==> src/rtl/cache_pkg.sv <==
// Shared definitions for the cache register bank read path.
package cache_pkg;
    localparam int DATA_W_DEF = 16;
    localparam int DEPTH_DEF  = 8;

    typedef enum logic [1:0] {
        IDLE,
        ACTIVE,
        DRAIN
    } rd_state_t;
endpackage

==> src/rtl/cache_out_stage.sv <==
// Output register of the read stream: holds rd_data/rd_valid/rd_last
// (and rd_parity when CACHE_READER_PARITY_EN is defined). A clear drops
// valid/last but leaves the data word in place.
module cache_out_stage #(
    parameter int DATA_W = 16
) (
    input  logic              CLK,
    input  logic              RST_N,
    input  logic              load,
    input  logic              clear,
    input  logic [DATA_W-1:0] d_in,
    input  logic              last_in,
`ifdef CACHE_READER_PARITY_EN
    input  logic              parity_in,
    output logic              rd_parity,
`endif
    output logic [DATA_W-1:0] rd_data,
    output logic              rd_valid,
    output logic              rd_last
);

    // Load a new word, clear the handshake flags, or hold everything.
    always_ff @(posedge CLK) begin
        if (!RST_N) begin
            rd_data   <= '0;
            rd_valid  <= 1'b0;
            rd_last   <= 1'b0;
`ifdef CACHE_READER_PARITY_EN
            rd_parity <= 1'b0;
`endif
        end else if (clear) begin
            rd_valid  <= 1'b0;
            rd_last   <= 1'b0;
        end else if (load) begin
            rd_data   <= d_in;
            rd_valid  <= 1'b1;
            rd_last   <= last_in;
`ifdef CACHE_READER_PARITY_EN
            rd_parity <= parity_in;
`endif
        end
    end

endmodule

==> src/rtl/cache_reader_16.sv <==
// Burst read controller for the 16-bit cache register bank.
// Optional feature: define CACHE_READER_PARITY_EN to add rd_parity.
module cache_reader_16
    import cache_pkg::*;
#(
    parameter int DATA_W = DATA_W_DEF,
    parameter int DEPTH  = DEPTH_DEF,
    parameter int ADDR_W = $clog2(DEPTH)
) (
    input  logic              CLK,
    input  logic              RST_N,
    input  logic              req_valid,
    output logic              req_ready,
    input  logic [ADDR_W-1:0] req_addr,
    input  logic [ADDR_W-1:0] req_len,
    input  logic              abort,
    output logic [ADDR_W-1:0] bank_addr,
    input  logic [DATA_W-1:0] bank_data,
    output logic [DATA_W-1:0] rd_data,
    output logic              rd_valid,
    input  logic              rd_ready,
`ifdef CACHE_READER_PARITY_EN
    output logic              rd_parity,
`endif
    output logic              rd_last,
    output logic              busy
);

    rd_state_t         state, state_nxt;
    logic [ADDR_W-1:0] ptr;
    logic [ADDR_W-1:0] rem;
    logic              slot_free;
    logic              load;
    logic              clear;

    // The bank read address is the pointer register itself, so it is
    // registered and stays put whenever the pointer holds.
    assign bank_addr = ptr;
    assign slot_free = !rd_valid || rd_ready;

    // State register.
    always_ff @(posedge CLK) begin
        if (!RST_N) state <= IDLE;
        else        state <= state_nxt;
    end

    // Next-state logic; abort is only honoured once a burst is underway.
    always_comb begin
        state_nxt = state;
        case (state)
            IDLE:    if (req_valid) state_nxt = ACTIVE;
            ACTIVE:  if (abort) state_nxt = IDLE;
                     else if (load && rem == '0) state_nxt = DRAIN;
            DRAIN:   if (abort || (rd_valid && rd_ready)) state_nxt = IDLE;
            default: state_nxt = IDLE;
        endcase
    end

    // Output/control decode from the current state.
    always_comb begin
        req_ready = (state == IDLE);
        busy      = (state != IDLE);
        load      = (state == ACTIVE) && slot_free && !abort;
        clear     = ((state != IDLE) && abort) ||
                    ((state == DRAIN) && rd_valid && rd_ready);
    end

    // Address pointer and remaining-word counter; both advance per capture.
    always_ff @(posedge CLK) begin
        if (!RST_N) begin
            ptr <= '0;
            rem <= '0;
        end else if (state == IDLE && req_valid) begin
            ptr <= req_addr;
            rem <= req_len;
        end else if (load) begin
            ptr <= ptr + 1'b1;  // power-of-two depth wraps naturally
            rem <= rem - 1'b1;
        end
    end

    cache_out_stage #(.DATA_W(DATA_W)) u_out (
        .CLK       (CLK),
        .RST_N     (RST_N),
        .load      (load),
        .clear     (clear),
        .d_in      (bank_data),
        .last_in   (rem == '0),
`ifdef CACHE_READER_PARITY_EN
        .parity_in (^bank_data),
        .rd_parity (rd_parity),
`endif
        .rd_data   (rd_data),
        .rd_valid  (rd_valid),
        .rd_last   (rd_last)
    );

endmodule

==> config.mk <==
export PLATFORM = sky130hd
export DESIGN_NAME = cache_reader_16
export DESIGN_NICKNAME = d
export VERILOG_FILES = /design/src/rtl/cache_pkg.sv /design/src/rtl/cache_out_stage.sv /design/src/rtl/cache_reader_16.sv
export SDC_FILE = /design/constraint.sdc
export NUM_CORES = 1
export LEC_CHECK = 0
export BUFFER_PORTS_ARGS = -buffer_cell sky130_fd_sc_hd__buf_2
export CAP_MARGIN = 20
export CELL_PAD_IN_SITES_DETAIL_PLACEMENT = 2
export CELL_PAD_IN_SITES_GLOBAL_PLACEMENT = 2
export CORE_MARGIN = 1
export CORE_UTILIZATION = 27
export DETAILED_ROUTE_END_ITERATION = 8
export MAX_ROUTING_LAYER = met4
export PLACE_DENSITY_LB_ADDON = 0.25
export SKIP_CTS_REPAIR_TIMING = 1
export SYNTH_ARGS = -nofsm -noshare
export SYNTH_HDL_FRONTEND = slang
export SYNTH_SLANG_ARGS = --single-unit
==> constraint.sdc <==
create_clock -name CLK -period 3.4 [get_ports CLK]
set_input_delay 0.34 -clock CLK [delete_from_list [all_inputs] [get_ports CLK]]
set_output_delay 0.34 -clock CLK [all_outputs]
set_load 0.02 [all_outputs]
* Word level (Yosys, flattened, before mapping) *
Cells that the tools add are included.

storage, ports and cells
  register bits = 26
  bits in latches = 0
  memory bits (writable) = 0
  ROM bits = 0
  bits of input ports = 27
  logic and storage cells = 44
  memories = 0

cells by class
  $add $sub $neg = 2
  multiply operators = 0
  div/mod/pow operators = 0
  $lt $le $gt $ge = 0
  equality and inequality tests = 5
  shift-type cells = 0
  muxes and demuxes = 9
  bitwise gates (word level) = 2
  reduce and logical (&&, ||, !) cells = 20

operators with widths
  operator                                                               number
  3-bit 2-to-1 mux                                                       4
  1-bit logical AND                                                      8
  2-bit 2-to-1 mux                                                       4
  2-bit case mux with 3 select lines                                     1
  2-bit inequality test, second input constant                           2
  2-bit nonzero test                                                     2
  3-bit by 1-bit adder with 3-bit output, second input constant          1
  3-bit zero test                                                        1
  1-bit logical OR                                                       3
  3-bit inequality test, second input constant                           1
  3-bit AND reduction                                                    1
  3-bit by 1-bit subtractor with 3-bit output, second input constant     1
  2-bit by 1-bit equality test with 1-bit output, second input constant  1
  2-bit equality test, second input constant                             1
  1-bit zero test                                                        2
  2-bit zero test                                                        1
  1-bit NOT                                                              2
  2-bit AND reduction                                                    1
  2-bit OR reduction                                                     1

* Logic depth before layout (Yosys ltp) *
  depth after elaboration = 8
  depth in mapped cells = 5

* By module *
A second synthesis with hierarchy kept.

second synthesis, totals
  cells, all modules = 138
  area, all modules = 1,223.7 um^2

modules (own cells, without submodules)
  module           instances  cells each  area each (um^2)  seq. area each (um^2)
  cache_out_stage  1          78          733.2             360.3
  cache_reader_16  1          60          490.5             160.2

* Least setup slack after synthesis *
Ideal clock, no wire load.

  path kind = reg2reg
  start point = register state[1]
  end point = register rem[1]
  arrival time = 1.268 ns
  setup slack = 2.000 ns
  stages on the path, launching flop included = 6
  path buffers = 1
  period minus slack after synthesis = 1.400 ns
  cell sequence = dfxtp_1 nor2_1 nand2_1 buf_2 nand4b_1 o221ai_1

RTL lines
  element                                                 RTL line               source
  start, declared                                         cache_reader_16.sv:29  rd_state_t state, state_nxt;
  start signal, assigned                                  cache_reader_16.sv:44  else state <= state_nxt;
  2-bit zero test *                                       n/a
  named net req_ready                                     cache_reader_16.sv:13  output logic req_ready,
  1-bit logical AND *                                     cache_reader_16.sv:73  end else if (state == IDLE && req_valid) begin
  3-bit 2-to-1 mux or 2-bit nonzero test (tied branches)  n/a
  end signal, assigned                                    cache_reader_16.sv:75  rem <= req_len;
  end signal, assigned                                    cache_reader_16.sv:78  rem <= rem - 1'b1;
  end, declared                                           cache_reader_16.sv:31  logic [ADDR_W-1:0] rem;

The timed path passes the listed nets; every way through them passes the cells marked *.
A chain may end at the register's enable or synchronous reset.

* Final worst setup path *
  start point = register state[0]
  end point = register u_out.rd_data[3]

between the ends
  cells in the longest elaborated chain, start to end = 6

RTL lines
  element                                 RTL line               source
  2-bit equality test                     cache_reader_16.sv:65  ((state == DRAIN) && rd_valid && rd_ready);
  1-bit logical AND (2 in series)         cache_reader_16.sv:65
  1-bit logical OR                        cache_reader_16.sv:64  clear = ((state != IDLE) && abort) ||
  1-bit NOT (no source line)              n/a
  2-bit AND reduction (no source line) *  n/a
  end signal, assigned                    cache_out_stage.sv:35  rd_data <= d_in;
  end, declared                           cache_out_stage.sv:17  output logic [DATA_W-1:0] rd_data,

Every way passes the cells marked *; elsewhere a longest branch is shown, timed or not.

==> flow_metrics.tcl <==
set metrics [dict create \
    cp-start-kind "flip-flop" \
    ys_types 23 \
    ant_nets 0 \
    cp_slowest_cell "nand2_1" \
    grt-ovfl-total 0 \
    dp_hpwl_mm 2.29 \
    cts_tree "built" \
    required_ps 3560 \
    cp-endpoint "u_out.rd_data[3]" \
    critPathMaxFanout 17 \
    first_pass_iters 2 \
    crit_buf_inv 0 \
    die_w_um 66.0 \
    clk_path_buf_depth 2 \
    wl_mm 3.00 \
    ys_warn_count 0 \
    async_reset_ff_frac 0 \
    drv_slew 0 \
    io-pin-count 50 \
    synth_common_cells "nand2_1 (37), dfxtp_1 (26), a21boi_0 (17), a21oi_1 (8), o21ai_0 (7)" \
    reg2regPathDepth 4 \
    clkSinkCount 26 \
    gp_congestion 0.676 \
    synth_compound_area_frac 0.206 \
    grt_pass1_vias 1095 \
    leakagePower_nw 0.636 \
    reg2reg_slack_ps 1830 \
    min_path_type "input port to flip-flop" \
    core_um2 3800 \
    drv_cap 0 \
    synth_largest_area_cell "dfxtp_1" \
    yosysMostFrequentCell "nand2_1" \
    synthSimpleGateAreaFrac 0.199 \
    drt-initial-drc-count 24 \
    syn-num-nets 159 \
    syn_to_final_growth_pct 30.4 \
    vias_per_cell 4.67 \
    cpLargestDelayFamily "simple AND/OR/NAND/NOR gates" \
    hold_violations 0 \
    grt_pass1_wl_mm 4.91 \
    synthCells 129 \
    drc 0 \
    setup_viol 0 \
    post-route-period-util 0.460 \
    hold_path_depth 3 \
    rr_startpoint "state[0]" \
    finClkSkew_ps 2.43 \
    ys_seq_elements 26 \
    status "complete, no violations" \
    dr_total_vias 1041 \
    synth_edf_count 0 \
    rows 22 \
    syn-mean-instance-area_um2 8.57 \
    cts_buffers 3 \
    cts_htree_levels 1 \
    crit_type "flip-flop to flip-flop" \
    worst_ep_arrival_time_ps 1720 \
    synth_fa_ha_area_frac 0.0339 \
    setup_slack_ps 1830 \
    synthFlopType "dfxtp_1" \
    fp.dieH_um 66.0 \
    tns_ps 0 \
    synth_top_family_by_area "compound AO/OA/AOI/OAI gates" \
    p_total_mw 0.714 \
    syn_area_um2 1110 \
    n_antenna_cell 0 \
    clk_latency_ps 270 \
    cp.depth 4 \
    grt_max_degree 28 \
    synthMuxAreaShare 0.00905 \
    track_usage 0.154 \
    root_buffer "clkbuf_8" \
    yosys-top-cells-area "dfxtp_1 (47%), nand2_1 (13%), a21boi_0 (12%), a21oi_1 (3.6%), ha_1 (3.4%)" \
    crit_start "state[0]" \
    post-place-ws_ps 1690 \
    endpoint_kind "flip-flop" \
    seq_area_frac_synth 0.471 \
    antenna_found_initial 0 \
    synth-xor-area-share 0.0317 \
    crit_chain "nor3b_4 > nand2_1 > nand2_1 > a21boi_0" \
    slew_headroom 0.614 \
    synth_top_area_share 0.471 \
    die-area_um2 4360 \
    finish.net_count 206 \
    worstMarginPinSlew_ps 578 \
    slowest_delay_ps 430 \
    r2r-end "u_out.rd_data[3]" \
    start_util 0.291 \
    drive_above_1_share 0.314 \
    routedWlPerCell_um 13.5 \
    rsz0062_at_grt "false" \
    power_density_nw_per_um2 495 \
    peakVddDrop_mv 0.210 \
    clk_pin_slew_ps 90 \
    cpMostUsedCell "nand2_1" \
    io_buffers 49 \
    fin_crit_ps 1570 \
    max_freq_mhz 639 \
]
## power breakdown
part	total, mW	leakage (nW)	internal (mW)	switching [mW]
registers	0.337	0.212	0.323	0.0132
clock network	0.259	0.0357	0.158	0.101
logic	0.118	0.389	0.0474	0.0710
## metal layers
layer / up-vias / GRT usage / share of wire / wire, µm
met5: - / - / 0 / 0
met4: 0 / 0.0479 / 0.010 / 31
met2: 29 / 0.272 / 0.51 / 1520
li1: 518 / - / - / -
met1: 490 / 0.167 / 0.43 / 1280
met3: 4 / 0.0414 / 0.055 / 165
## state kept, by name, indices dropped and copies added (netlist names)
signal and flops:
u_out.rd_data 16, bank_addr 3, rem 3, state 2, u_out.rd_last 1, u_out.rd_valid 1
## metrics by stage
step	area [µm²]	util	hold slack (ps)	std cells
6_report	1440	0.380	311	223
5_1_grt	1440	0.380	305	223
4_1_cts	1440	0.380	304	223
3_5_place_dp	1370	0.361	450	219
3_3_place_gp	1370	0.361	446	219
2_1_floorplan	1110	-	485	129
## layout make-up
cell class              count  area, µm²
fillers                   453       2360
multi-input cells          92        531
flip-flops and latches     26        520
repair buffers             49        245
well taps                  48       60.1
clock buffers               3       41.3
clock inverters             1       30.0
inverters                   4       15.0
## worst min-delay path by stage
stage,startpoint,end,slack [ps]
5_1_grt,bank_data[9],u_out.rd_data[9],310
4_1_cts,bank_data[6],u_out.rd_data[6],300
3_3_place_gp,u_out.rd_data[6],u_out.rd_data[6],450
6_report,bank_data[6],u_out.rd_data[6],310
2_1_floorplan,bank_data[0],u_out.rd_data[0],480
3_5_place_dp,u_out.rd_last,u_out.rd_last,450
## worst register-to-register path: stages (launching register included)
cell and delay [ps]:
dfxtp_1 380, nor3b_4 340, nand2_1 430, nand2_1 190
a21boi_0 110
## layout by cell type (no fill, tap or decap), types with 2 or more instances in the layout
master	n
buf_2	49
nand2_1	37
dfxtp_1	26
a21boi_0	17
a21oi_1	8
o21ai_0	7
nor2_1	4
inv_1	4
nand3_1	3
ha_1	3
clkbuf_8	3
xor2_1	2
nand4b_1	2
xnor2_1	2
## cell families after synthesis
group | after synthesis
simple gates | 49
compound gates | 35
flops | 26
buf+inv | 11
xor+xnor | 4
fa+ha+maj | 3
mux | 1
No activity file was read; power rests on OpenSTA's default activity.
